--- config.mk ---
export PLATFORM = sky130hd
export DESIGN_NAME = imem_loader
export DESIGN_NICKNAME = d
export VERILOG_FILES = /design/src/rtl/imem_loader.sv
export SDC_FILE = /design/constraint.sdc
export NUM_CORES = 1
export LEC_CHECK = 0
export CORE_MARGIN = 2
export CORE_UTILIZATION = 59
export CTS_BUF_LIST = sky130_fd_sc_hd__clkbuf_4 sky130_fd_sc_hd__clkbuf_8 sky130_fd_sc_hd__clkbuf_16
export DETAILED_ROUTE_END_ITERATION = 6
export PLACE_DENSITY = 0.85
export SYNTH_ARGS = -nofsm -noshare
export SYNTH_HDL_FRONTEND = slang
export SYNTH_SLANG_ARGS = --single-unit
--- constraint.sdc ---
create_clock -name clk -period 6.3 [get_ports clk]
set_clock_uncertainty 0.1 [all_clocks]
set_input_delay 0.63 -clock clk [delete_from_list [all_inputs] [get_ports clk]]
set_output_delay 0.63 -clock clk [all_outputs]
set_load 0.05 [all_outputs]
--- src/rtl/imem_loader.sv ---
//------------------------------------------------------------------------------
// imem_loader : boot loader that writes a framed byte-stream image into IMEM
//               and holds the core in reset until the image is complete.
// Option      : IMEM_LOADER_CSUM_EN adds a trailing XOR checksum byte.
// Revision    : 1.0
//------------------------------------------------------------------------------
`default_nettype none

module imem_loader #(
  parameter int ADDR_W = 8
) (
  input  logic              clk,
  input  logic              rst,
  input  logic              i_rx_valid,
  input  logic [7:0]        i_rx_data,
  output logic              o_rx_ready,
  input  logic              i_restart,
  output logic              o_imem_we,
  output logic [ADDR_W-1:0] o_imem_addr,
  output logic [31:0]       o_imem_wdata,
  output logic              o_core_rst_n,
  output logic              o_done,
  output logic              o_error
);

  localparam logic [16:0] c_CAP = 17'd1 << ADDR_W;

`ifdef IMEM_LOADER_CSUM_EN
  typedef enum logic [2:0] {
    S_CNT_LO = 3'd0,
    S_CNT_HI = 3'd1,
    S_DATA   = 3'd2,
    S_CSUM   = 3'd3,
    S_DONE   = 3'd4,
    S_ERR    = 3'd5
  } state_t;
`else
  typedef enum logic [2:0] {
    S_CNT_LO = 3'd0,
    S_CNT_HI = 3'd1,
    S_DATA   = 3'd2,
    S_DONE   = 3'd4,
    S_ERR    = 3'd5
  } state_t;
`endif

  state_t            r_state;
  state_t            w_state_nxt;
  logic              r_armed;
  logic [15:0]       r_cnt;
  logic [1:0]        r_byte_idx;
  logic [ADDR_W:0]   r_word_idx;
  logic [23:0]       r_wbuf;
  logic              r_imem_we;
  logic [ADDR_W-1:0] r_imem_addr;
  logic [31:0]       r_imem_wdata;
`ifdef IMEM_LOADER_CSUM_EN
  logic [7:0]        r_csum;
`endif

  logic              w_ready;
  logic              w_xfer;
  logic [15:0]       w_cnt_full;
  logic              w_cnt_bad;
  logic [ADDR_W:0]   w_word_inc;
  logic              w_last_word;

  assign w_ready = r_armed & ((r_state == S_CNT_LO) | (r_state == S_CNT_HI) |
`ifdef IMEM_LOADER_CSUM_EN
                              (r_state == S_CSUM) |
`endif
                              (r_state == S_DATA));
  assign w_xfer      = i_rx_valid & w_ready;
  assign w_cnt_full  = {i_rx_data, r_cnt[7:0]};
  assign w_cnt_bad   = (w_cnt_full == 16'd0) || ({1'b0, w_cnt_full} > c_CAP);
  assign w_word_inc  = r_word_idx + 1'b1;
  // word_idx carries one extra bit so a full-capacity image ends cleanly
  assign w_last_word = (17'(w_word_inc) == {1'b0, r_cnt});

  always_ff @(posedge clk or negedge rst) begin
    if (!rst) begin
      r_state <= S_CNT_LO;
    end else begin
      r_state <= w_state_nxt;
    end
  end

  always_comb begin
    w_state_nxt  = r_state;
    o_rx_ready   = w_ready;
    o_done       = (r_state == S_DONE);
    o_error      = (r_state == S_ERR);
    o_core_rst_n = (r_state == S_DONE);
    if (i_restart) begin
      w_state_nxt = S_CNT_LO;
    end else if (w_xfer) begin
      case (r_state)
        S_CNT_LO: w_state_nxt = S_CNT_HI;
        S_CNT_HI: w_state_nxt = w_cnt_bad ? S_ERR : S_DATA;
        S_DATA: begin
          if ((r_byte_idx == 2'd3) && w_last_word) begin
`ifdef IMEM_LOADER_CSUM_EN
            w_state_nxt = S_CSUM;
`else
            w_state_nxt = S_DONE;
`endif
          end
        end
`ifdef IMEM_LOADER_CSUM_EN
        S_CSUM:   w_state_nxt = (i_rx_data == r_csum) ? S_DONE : S_ERR;
`endif
        default:  w_state_nxt = r_state;
      endcase
    end
  end

  always_ff @(posedge clk or negedge rst) begin
    if (!rst) begin
      r_armed      <= 1'b0;
      r_cnt        <= '0;
      r_byte_idx   <= '0;
      r_word_idx   <= '0;
      r_wbuf       <= '0;
      r_imem_we    <= 1'b0;
      r_imem_addr  <= '0;
      r_imem_wdata <= '0;
`ifdef IMEM_LOADER_CSUM_EN
      r_csum       <= '0;
`endif
    end else begin
      r_armed   <= 1'b1;
      r_imem_we <= 1'b0;
      if (i_restart) begin
        r_cnt      <= '0;
        r_byte_idx <= '0;
        r_word_idx <= '0;
`ifdef IMEM_LOADER_CSUM_EN
        r_csum     <= '0;
`endif
      end else if (w_xfer) begin
        case (r_state)
          S_CNT_LO: begin
            r_cnt[7:0] <= i_rx_data;
`ifdef IMEM_LOADER_CSUM_EN
            r_csum     <= i_rx_data;
`endif
          end
          S_CNT_HI: begin
            r_cnt[15:8] <= i_rx_data;
            r_byte_idx  <= '0;
            r_word_idx  <= '0;
`ifdef IMEM_LOADER_CSUM_EN
            r_csum      <= r_csum ^ i_rx_data;
`endif
          end
          S_DATA: begin
            r_byte_idx <= r_byte_idx + 2'd1;
`ifdef IMEM_LOADER_CSUM_EN
            r_csum     <= r_csum ^ i_rx_data;
`endif
            case (r_byte_idx)
              2'd0: r_wbuf[7:0]   <= i_rx_data;
              2'd1: r_wbuf[15:8]  <= i_rx_data;
              2'd2: r_wbuf[23:16] <= i_rx_data;
              default: begin
                r_imem_wdata <= {i_rx_data, r_wbuf};
                r_imem_addr  <= r_word_idx[ADDR_W-1:0];
                r_imem_we    <= 1'b1;
                r_word_idx   <= w_word_inc;
              end
            endcase
          end
          default: ;
        endcase
      end
    end
  end

  assign o_imem_we    = r_imem_we;
  assign o_imem_addr  = r_imem_addr;
  assign o_imem_wdata = r_imem_wdata;

endmodule

`default_nettype wire

==> flow_metrics.tcl, run 1 <==
set metrics [dict create \
    final_common_cell "nand2_1" \
    drv_cap 0 \
    first_pass_iters 4 \
    cts_tree "built" \
    synthTopCellsByArea "dfrtp_1 (55%), nand2_1 (12%), mux2_2 (5.9%)" \
    synthFlopType "dfrtp_1" \
    cts_sinks 96 \
    hold_path_class "in -> async" \
    synthArstFlopShare_pct 100 \
    setup_viol 0 \
    start_util_pct 60.5 \
    worst_slew_pin_slew_ps 805 \
    synth_seq_cells 96 \
    wl_per_cell_um 16.1 \
    fp.dieW_um 90.0 \
    core_area_um2 7210 \
    synth_cell_types 50 \
    reg2reg_slack_ps 3410 \
    max_freq_ghz 0.286 \
    reg2reg_from "r_state[0]" \
    setup_tns_ps 0 \
    drtAntennaViolNets 0 \
    fill_cells 563 \
    routed_wl_mm 9.38 \
    ir_worst_vdd_mv 0.168 \
    cts_buffer_depth 2 \
    drive_above_1_share_pct 11.1 \
    dp.cells 568 \
    crit_path_start_kind "input pin" \
    synth-edff-count 0 \
    core.rowCount 31 \
    n_antenna_cell 0 \
    place_hpwl_mm 6.23 \
    gp_congestion 0.895 \
    grt_pass1_vias 3244 \
    cts_hold_buffers 0 \
    cp.arrival_ps 3700 \
    cts_setup_buffers 0 \
    clk_pin_slew_ps 100 \
    pre_cts_slack_ps 2530 \
    cts_root_buffer "clkbuf_8" \
    syn2layout_area_growth_pct 17.7 \
    drc 0 \
    die_area_um2 8100 \
    finalHoldViolCount 0 \
    required_ps 6510 \
    timing.rr.end "o_imem_wdata[23]" \
    avgSynthCellArea_um2 10.1 \
    drv_slew 0 \
    grt_pass1_wl_mm 15.8 \
    setup_ws_ps 2810 \
    via_per_inst 5.54 \
    post-route-period-util_pct 55.4 \
    cts_resized 0 \
    clk_latency_ps 370 \
    power.leakage_uw 0.00251 \
    grt_start_max_net_pins 54 \
    htree_levels 3 \
    yosysSeqAreaShare_pct 55.1 \
    end_kind "register" \
    syn_inst 434 \
    yosysTopAreaCell "dfrtp_1" \
    most-common-layout-cells "nand2_1 (139), dfrtp_1 (96), clkdlybuf4s50_1 (55)" \
    cts_made_buffers 9 \
    vias 3237 \
    dpl_cell_area_um2 4930 \
    rr_worst_depth 6 \
    globalRouteOverflowTotal 0 \
    rsz0062_at_grt "false" \
    whs_ps 152 \
    antenna_found_initial 0 \
    first_iter_violations 286 \
    worst-path-max-fanout 53 \
    critPathKind "in -> reg" \
    final_nets 497 \
    final_area_um2 5130 \
    fin_crit_ps 3490 \
    synth.top_cell.area_share_pct 55.1 \
    track_usage_pct 24.6 \
    status "finished clean" \
    power_density_nw_per_um2 233 \
    synth_fp_nets 451 \
    final_cells 584 \
    ios 57 \
    port_buffers 56 \
    die_h_um 90.0 \
    netlist_area_um2 4360 \
    yosysWarnings 0 \
    slew_headroom_pct 46.1 \
]
==> per-stage QoR <==
| stage | total power, µW | util (%) |
|---|---|---|
| after detailed placement | 812 | 68.4 |
| after global placement | 805 | 68.4 |
| after CTS | 1210 | 71.2 |
| after global routing | 1250 | 71.2 |
| after floorplan | 767 | - |
| final | 1200 | 71.2 |
==> metal layers <==
layer  track usage, %  part of all wire, %
met5                0                    0
met4             8.08                  1.9
met3             4.19                  4.1
met2             40.8                   50
met1             33.4                   44
==> sequential cells by signal, summed over array words and instances (netlist names) <==
register,flops
r_cnt,16
o_imem_addr,8
r_word_idx,9
r_armed,1
r_wbuf,24
o_imem_we,1
r_state,3
r_byte_idx,2
o_imem_wdata,32
==> cells in the mapped netlist (2+ instances only) <==
cell	number
buf_2	10
nor4_1	5
o21ai_0	21
nand3_1	2
a31oi_1	2
inv_1	4
o41ai_1	4
nor2_1	26
a21oi_1	3
buf_4	3
clkbuf_1	8
nor3_1	4
nand2_4	3
and2_1	4
a211oi_1	2
a32oi_1	2
ha_1	5
nand4_1	3
nand2b_1	10
xor2_1	5
mux2_2	23
nand2_1	139
dfrtp_1	96
o31ai_1	3
xnor2_1	6
or4_1	2
nand3_2	2
buf_6	2
nor4b_1	3
nor3b_1	2
mux2i_1	8
mux2_4	2
or3_1	3
==> kinds of logic after synthesis <==
kind of cell    synth area share (%)
buf+inv                         3.30
simple gates                    23.3
xor+xnor                        2.21
flops                           55.1
compound gates                  6.19
mux                             8.46
other cells                   0.0860
fa+ha+maj                       1.43
==> cell type report <==
type / count / area [µm²] / area share (%)
sequential: 96 / 2400 / 46.8
multi-input combinational: 310 / 1820 / 35.4
timing repair buffer: 58 / 573 / 11.2
clock buffer: 10 / 138 / 2.68
tap: 99 / 124 / 2.41
clock inverter: 6 / 62.6 / 1.22
inverter: 5 / 18.8 / 0.365
==> where the power goes <==
group / switching, µW / leakage [µW] / internal (µW)
clock network: 232 / 0.000102 / 165
logic: 68.6 / 0.00109 / 53.6
registers: 28.2 / 0.00132 / 651
total: 329 / 0.00251 / 869
==> worst max-delay path by stage <==
stage,startpoint,to,cells after the start
after floorplan,r_state[0],o_done,3
after global placement,i_restart,o_imem_wdata[26],7
after detailed placement,i_restart,o_imem_wdata[23],7
after CTS,i_restart,o_imem_wdata[23],7
after global routing,i_restart,o_imem_wdata[23],7
final,i_restart,o_imem_wdata[23],7
==> worst max-delay path, cell delays in order <==
cell	delay (ps)
clkdlybuf4s50_1	810
nor4b_4	580
nand3_4	560
clkinv_1	460
buf_4	390
nand2_1	140
nand2_1	80
Note: power is estimated with default switching activity, not from simulation.
==> run 2: changes to the inputs <==
--- a/config.mk
+++ b/config.mk
@@ -6,10 +6,10 @@
 export NUM_CORES = 1
 export LEC_CHECK = 0
 export CORE_MARGIN = 2
-export CORE_UTILIZATION = 59
+export CORE_UTILIZATION = 50
 export CTS_BUF_LIST = sky130_fd_sc_hd__clkbuf_4 sky130_fd_sc_hd__clkbuf_8 sky130_fd_sc_hd__clkbuf_16
 export DETAILED_ROUTE_END_ITERATION = 6
-export PLACE_DENSITY = 0.85
+export PLACE_DENSITY = 0.76
 export SYNTH_ARGS = -nofsm -noshare
 export SYNTH_HDL_FRONTEND = slang
 export SYNTH_SLANG_ARGS = --single-unit
==> constraint.sdc (replaced) <==
create_clock -name clk -period 3.1 [get_ports clk]
set_clock_uncertainty 0.1 [all_clocks]
set_input_delay 0.31 -clock clk [delete_from_list [all_inputs] [get_ports clk]]
set_output_delay 0.31 -clock clk [all_outputs]
set_load 0.05 [all_outputs]
==> flow_metrics.tcl, run 2 (same netlist as run 1, synthesis figures left out) <==
set metrics [dict create \
    status "finished clean" \
    antenna_found_initial 0 \
    largest_reg_flops 32 \
    cts_buffer_depth 2 \
    globalRouteOverflowTotal 0 \
    clk_pin_slew_ps 100 \
    start_util_pct 50.8 \
    gp_congestion 0.826 \
    dp.cells 582 \
    first_pass_iters 4 \
    core.rowCount 34 \
    required_ps 2690 \
    routed_wl_mm 9.49 \
    vias 3213 \
    ir_worst_vdd_mv 0.274 \
    cts_resized 0 \
    cts_root_buffer "clkbuf_8" \
    finalHoldViolCount 0 \
    cts_hold_buffers 1 \
    place_hpwl_mm 6.30 \
    final_nets 503 \
    htree_levels 3 \
    syn2layout_area_growth_pct 19.6 \
    max_freq_ghz 0.405 \
    cts_made_buffers 9 \
    critPathKind "reg -> out" \
    cts_tree "built" \
    grt_pass1_wl_mm 16.4 \
    power.leakage_uw 0.00254 \
    worst_slew_pin_slew_ps 918 \
    setup_tns_ps 0 \
    power_density_nw_per_um2 479 \
    drv_slew 0 \
    hold_path_class "reg -> reg" \
    cp.arrival_ps 2060 \
    drc 0 \
    die_h_um 97.4 \
    setup_viol 0 \
    final_common_cell "nand2_1" \
    fp.dieW_um 97.4 \
    fin_crit_ps 2470 \
    post-route-period-util_pct 79.7 \
    cts_setup_buffers 0 \
    drtAntennaViolNets 0 \
    drive_above_1_share_pct 12.0 \
    track_usage_pct 21.4 \
    final_cells 599 \
    clk_latency_ps 370 \
    grt_start_max_net_pins 65 \
    via_per_inst 5.36 \
    die_area_um2 9490 \
    n_antenna_cell 0 \
    ios 57 \
    slew_headroom_pct 38.6 \
    wl_per_cell_um 15.8 \
    grt_pass1_vias 3222 \
    first_iter_violations 211 \
    cts_sinks 96 \
    p_total_uw 2500 \
    most-common-layout-cells "nand2_1 (139), dfrtp_1 (96), clkdlybuf4s50_1 (55)" \
    worst-path-max-fanout 10 \
    rsz0062_at_grt "false" \
    drv_cap 0 \
    port_buffers 56 \
    crit_path_start_kind "register" \
    core_area_um2 8590 \
    end_kind "primary output" \
]
run 2: changes by cell type in the layout (fill, tap and decap cells not counted), sizes merged:
cell	before	now
buf	3	8
clkbuf	10	9
bufinv	0	1
dlygate4sd3	0	1
run 2: layer usage:
layer	vias up	GRT usage (%)	part of all wire, %
met1	1581	31.2	46
met3	9	4.82	4.3
li1	1543	-	-
met4	0	4.70	1.1
met2	80	33.3	48
met5	-	0	0
run 2: per-stage QoR:
stage	hold slack [ps]	setup WS, ps	cell area [µm²]	util [%]
2_1_floorplan	-85.6	599	4360	-
3_3_place_gp	343	631	5000	58.1
3_5_place_dp	357	634	5000	58.1
4_1_cts	380	585	5220	60.7
5_1_grt	402	477	5220	60.7
6_report	375	630	5220	60.7
run 2: worst paths after layout:
kind                                     to  slack (ps)  depth (start not counted)           from
max                                  o_done         630                          2     r_state[0]
min                        o_imem_wdata[11]         380                          2     r_wbuf[11]
max reg2reg                      r_state[2]         790                          6  r_word_idx[0]
min reg2reg                o_imem_wdata[11]         380                          2     r_wbuf[11]
max in group asynchronous        r_wbuf[17]        1670                          3            rst
min in group asynchronous    o_imem_addr[2]         460                          2            rst
run 2: final cells by class:
cell class | count | area (µm²)
sequential | 96 | 2400
clock buffer | 9 | 124
tap | 108 | 135
timing repair buffer | 64 | 633
multi-input combinational | 310 | 1820
inverter | 5 | 18.8
clock inverter | 7 | 88.8
fill | 720 | 3370
run 2: where the power goes:
| group | switching (µW) | internal (µW) | leakage, µW |
|---|---|---|---|
| clock network | 478 | 391 | 0.000109 |
| logic | 137 | 113 | 0.00112 |
| registers | 55.9 | 1320 | 0.00132 |
| total | 671 | 1830 | 0.00254 |
run 2: critical path, stage by stage (launching register included):
cell,delay [ps]
dfrtp_1,510
nor3b_1,320
clkdlybuf4s50_1,870
==> run 3: changes to the inputs <==
--- a/config.mk
+++ b/config.mk
@@ -6,10 +6,10 @@
 export NUM_CORES = 1
 export LEC_CHECK = 0
 export CORE_MARGIN = 2
-export CORE_UTILIZATION = 50
+export CORE_UTILIZATION = 55
 export CTS_BUF_LIST = sky130_fd_sc_hd__clkbuf_4 sky130_fd_sc_hd__clkbuf_8 sky130_fd_sc_hd__clkbuf_16
 export DETAILED_ROUTE_END_ITERATION = 6
-export PLACE_DENSITY = 0.76
+export PLACE_DENSITY = 0.8
 export SYNTH_ARGS = -nofsm -noshare
 export SYNTH_HDL_FRONTEND = slang
 export SYNTH_SLANG_ARGS = --single-unit
==> constraint.sdc (replaced) <==
create_clock -name clk -period 2.4 [get_ports clk]
set_clock_uncertainty 0.1 [all_clocks]
set_input_delay 0.24 -clock clk [delete_from_list [all_inputs] [get_ports clk]]
set_output_delay 0.24 -clock clk [all_outputs]
set_load 0.05 [all_outputs]
==> flow_metrics.tcl, run 3 (same netlist as run 1, synthesis figures left out) <==
set metrics [dict create \
    status "finished clean" \
    gp_congestion 0.905 \
    crit_path_start_kind "register" \
    grt_pass1_wl_mm 16.2 \
    clk_pin_slew_ps 90 \
    pwr-share-comb_pct 10.7 \
    seq_power_share_pct 57.0 \
    largest_reg_flops 32 \
    start_util_pct 56.8 \
    power_density_nw_per_um2 595 \
    antenna_found_initial 0 \
    rsz0062_at_grt "false" \
    place_hpwl_mm 6.80 \
    grt_start_max_net_pins 48 \
    p_clk_share_pct 32.3 \
    multi_input_area_um2 1820 \
    die_h_um 93.1 \
    cts_made_buffers 9 \
    fin_crit_ps 2300 \
    globalRouteOverflowTotal 0 \
    worst_slew_pin_slew_ps 893 \
    post-route-period-util_pct 95.9 \
    drc 0 \
    first_pass_iters 4 \
    whs_ps 304 \
    setup_viol 0 \
    most-common-layout-cells "nand2_1 (139), dfrtp_1 (96), clkdlybuf4s50_1 (52)" \
    cp.arrival_ps 1960 \
    core.rowCount 32 \
    final_cells 604 \
    final_nets 514 \
    grt_pass1_vias 3222 \
    via_per_inst 5.39 \
    slew_headroom_pct 40.2 \
    worst-path-max-fanout 10 \
    fill_cells 592 \
    max_freq_ghz 0.434 \
    finalHoldViolCount 0 \
    vias 3253 \
    first_iter_violations 213 \
    switchingPower_uw 852 \
    end_kind "primary output" \
    routed_wl_mm 9.49 \
    dp.cells 587 \
    hold_path_class "in -> async" \
    wl_per_cell_um 15.7 \
    final_common_cell "nand2_1" \
    ios 57 \
    required_ps 2060 \
    drtAntennaViolNets 0 \
    cts_tree "built" \
    register_area_um2 2400 \
    internal_power_uw 2280 \
    track_usage_pct 24.1 \
    drv_cap 0 \
    power.leakage_uw 0.00261 \
    port_buffers 56 \
    drive_above_1_share_pct 14.5 \
    clk_latency_ps 360 \
    htree_levels 3 \
    ir_worst_vdd_mv 0.393 \
    die_area_um2 8660 \
    cts_sinks 96 \
    cts_buffer_depth 2 \
    setup_tns_ps 0 \
    drv_slew 0 \
    fp.dieW_um 93.1 \
    syn2layout_area_growth_pct 20.7 \
    core_area_um2 7690 \
    p_sw_share_pct 27.2 \
    critPathKind "reg -> out" \
    cts_root_buffer "clkbuf_8" \
    n_antenna_cell 0 \
]
[run 3: cell types whose count changed in the layout (fill, tap and decap cells not counted), moves of 2 or more]
cell / previous run / this run
buf_4: 7 / 20
clkdlybuf4s50_1: 55 / 52
clkinvlp_4: 0 / 3
dlymetal6s2s_1: 0 / 2
[run 3: cell type report]
class	count	share of cell area, %
multi-input cells	310	34.6
repair buffers	75	13.4
clock inverters	6	0.974
well taps	102	2.42
clock buffers	10	2.61
flip-flops and latches	96	45.6
inverters	5	0.356
[run 3: per-layer routing]
| metal | track usage [%] | vias up | wire [µm] |
|---|---|---|---|
| li1 | - | 1567 | - |
| met1 | 34.0 | 1579 | 4270 |
| met2 | 37.9 | 94 | 4620 |
| met3 | 4.35 | 13 | 472 |
| met4 | 8.33 | 0 | 133 |
| met5 | 0 | - | 0 |
[run 3: metrics by stage]
step	utilization, %	power, µW	worst slack [ps]	instance area [µm²]
after floorplan	-	2020	343	4370
after global placement	65.8	2140	150	5060
after detailed placement	65.8	2150	91.1	5060
after CTS	68.4	3150	70.9	5260
after global routing	68.5	3260	11.7	5270
final	68.5	3130	97.4	5270
[run 3: final timing paths]
kind	startpoint	to	slack [ps]	depth (start not counted)
max in group asynchronous	rst	r_wbuf[0]	1200	3
min reg2reg	r_wbuf[0]	o_imem_wdata[0]	370	2
min in group clk	r_wbuf[0]	o_imem_wdata[0]	370	2
max reg2reg	r_word_idx[0]	r_state[2]	120	6
min	rst	r_armed	300	2
max	r_state[0]	o_error	100	2
[run 3: critical path: stages (launching register included)]
cell and delay [ps]:
dfrtp_1 590, and3_1 220, clkdlybuf4s50_1 800
[run 3: repair_timing]
item	4_1_cts	5_1_grt
hold buffers	1	0
endpoints found under the setup margin	0	4
buffers inserted	0	0
hold endpoints to repair	44	0
gates resized for setup	0	3
[run 3: power groups by stage]
stage	sequential [µW]	combinational, µW	clock [µW]
finish	1790	335	1010
global route	1800	370	1090
CTS	1790	339	1020
detailed placement	1820	336	0
global placement	1810	324	0
floorplan	1780	235	0
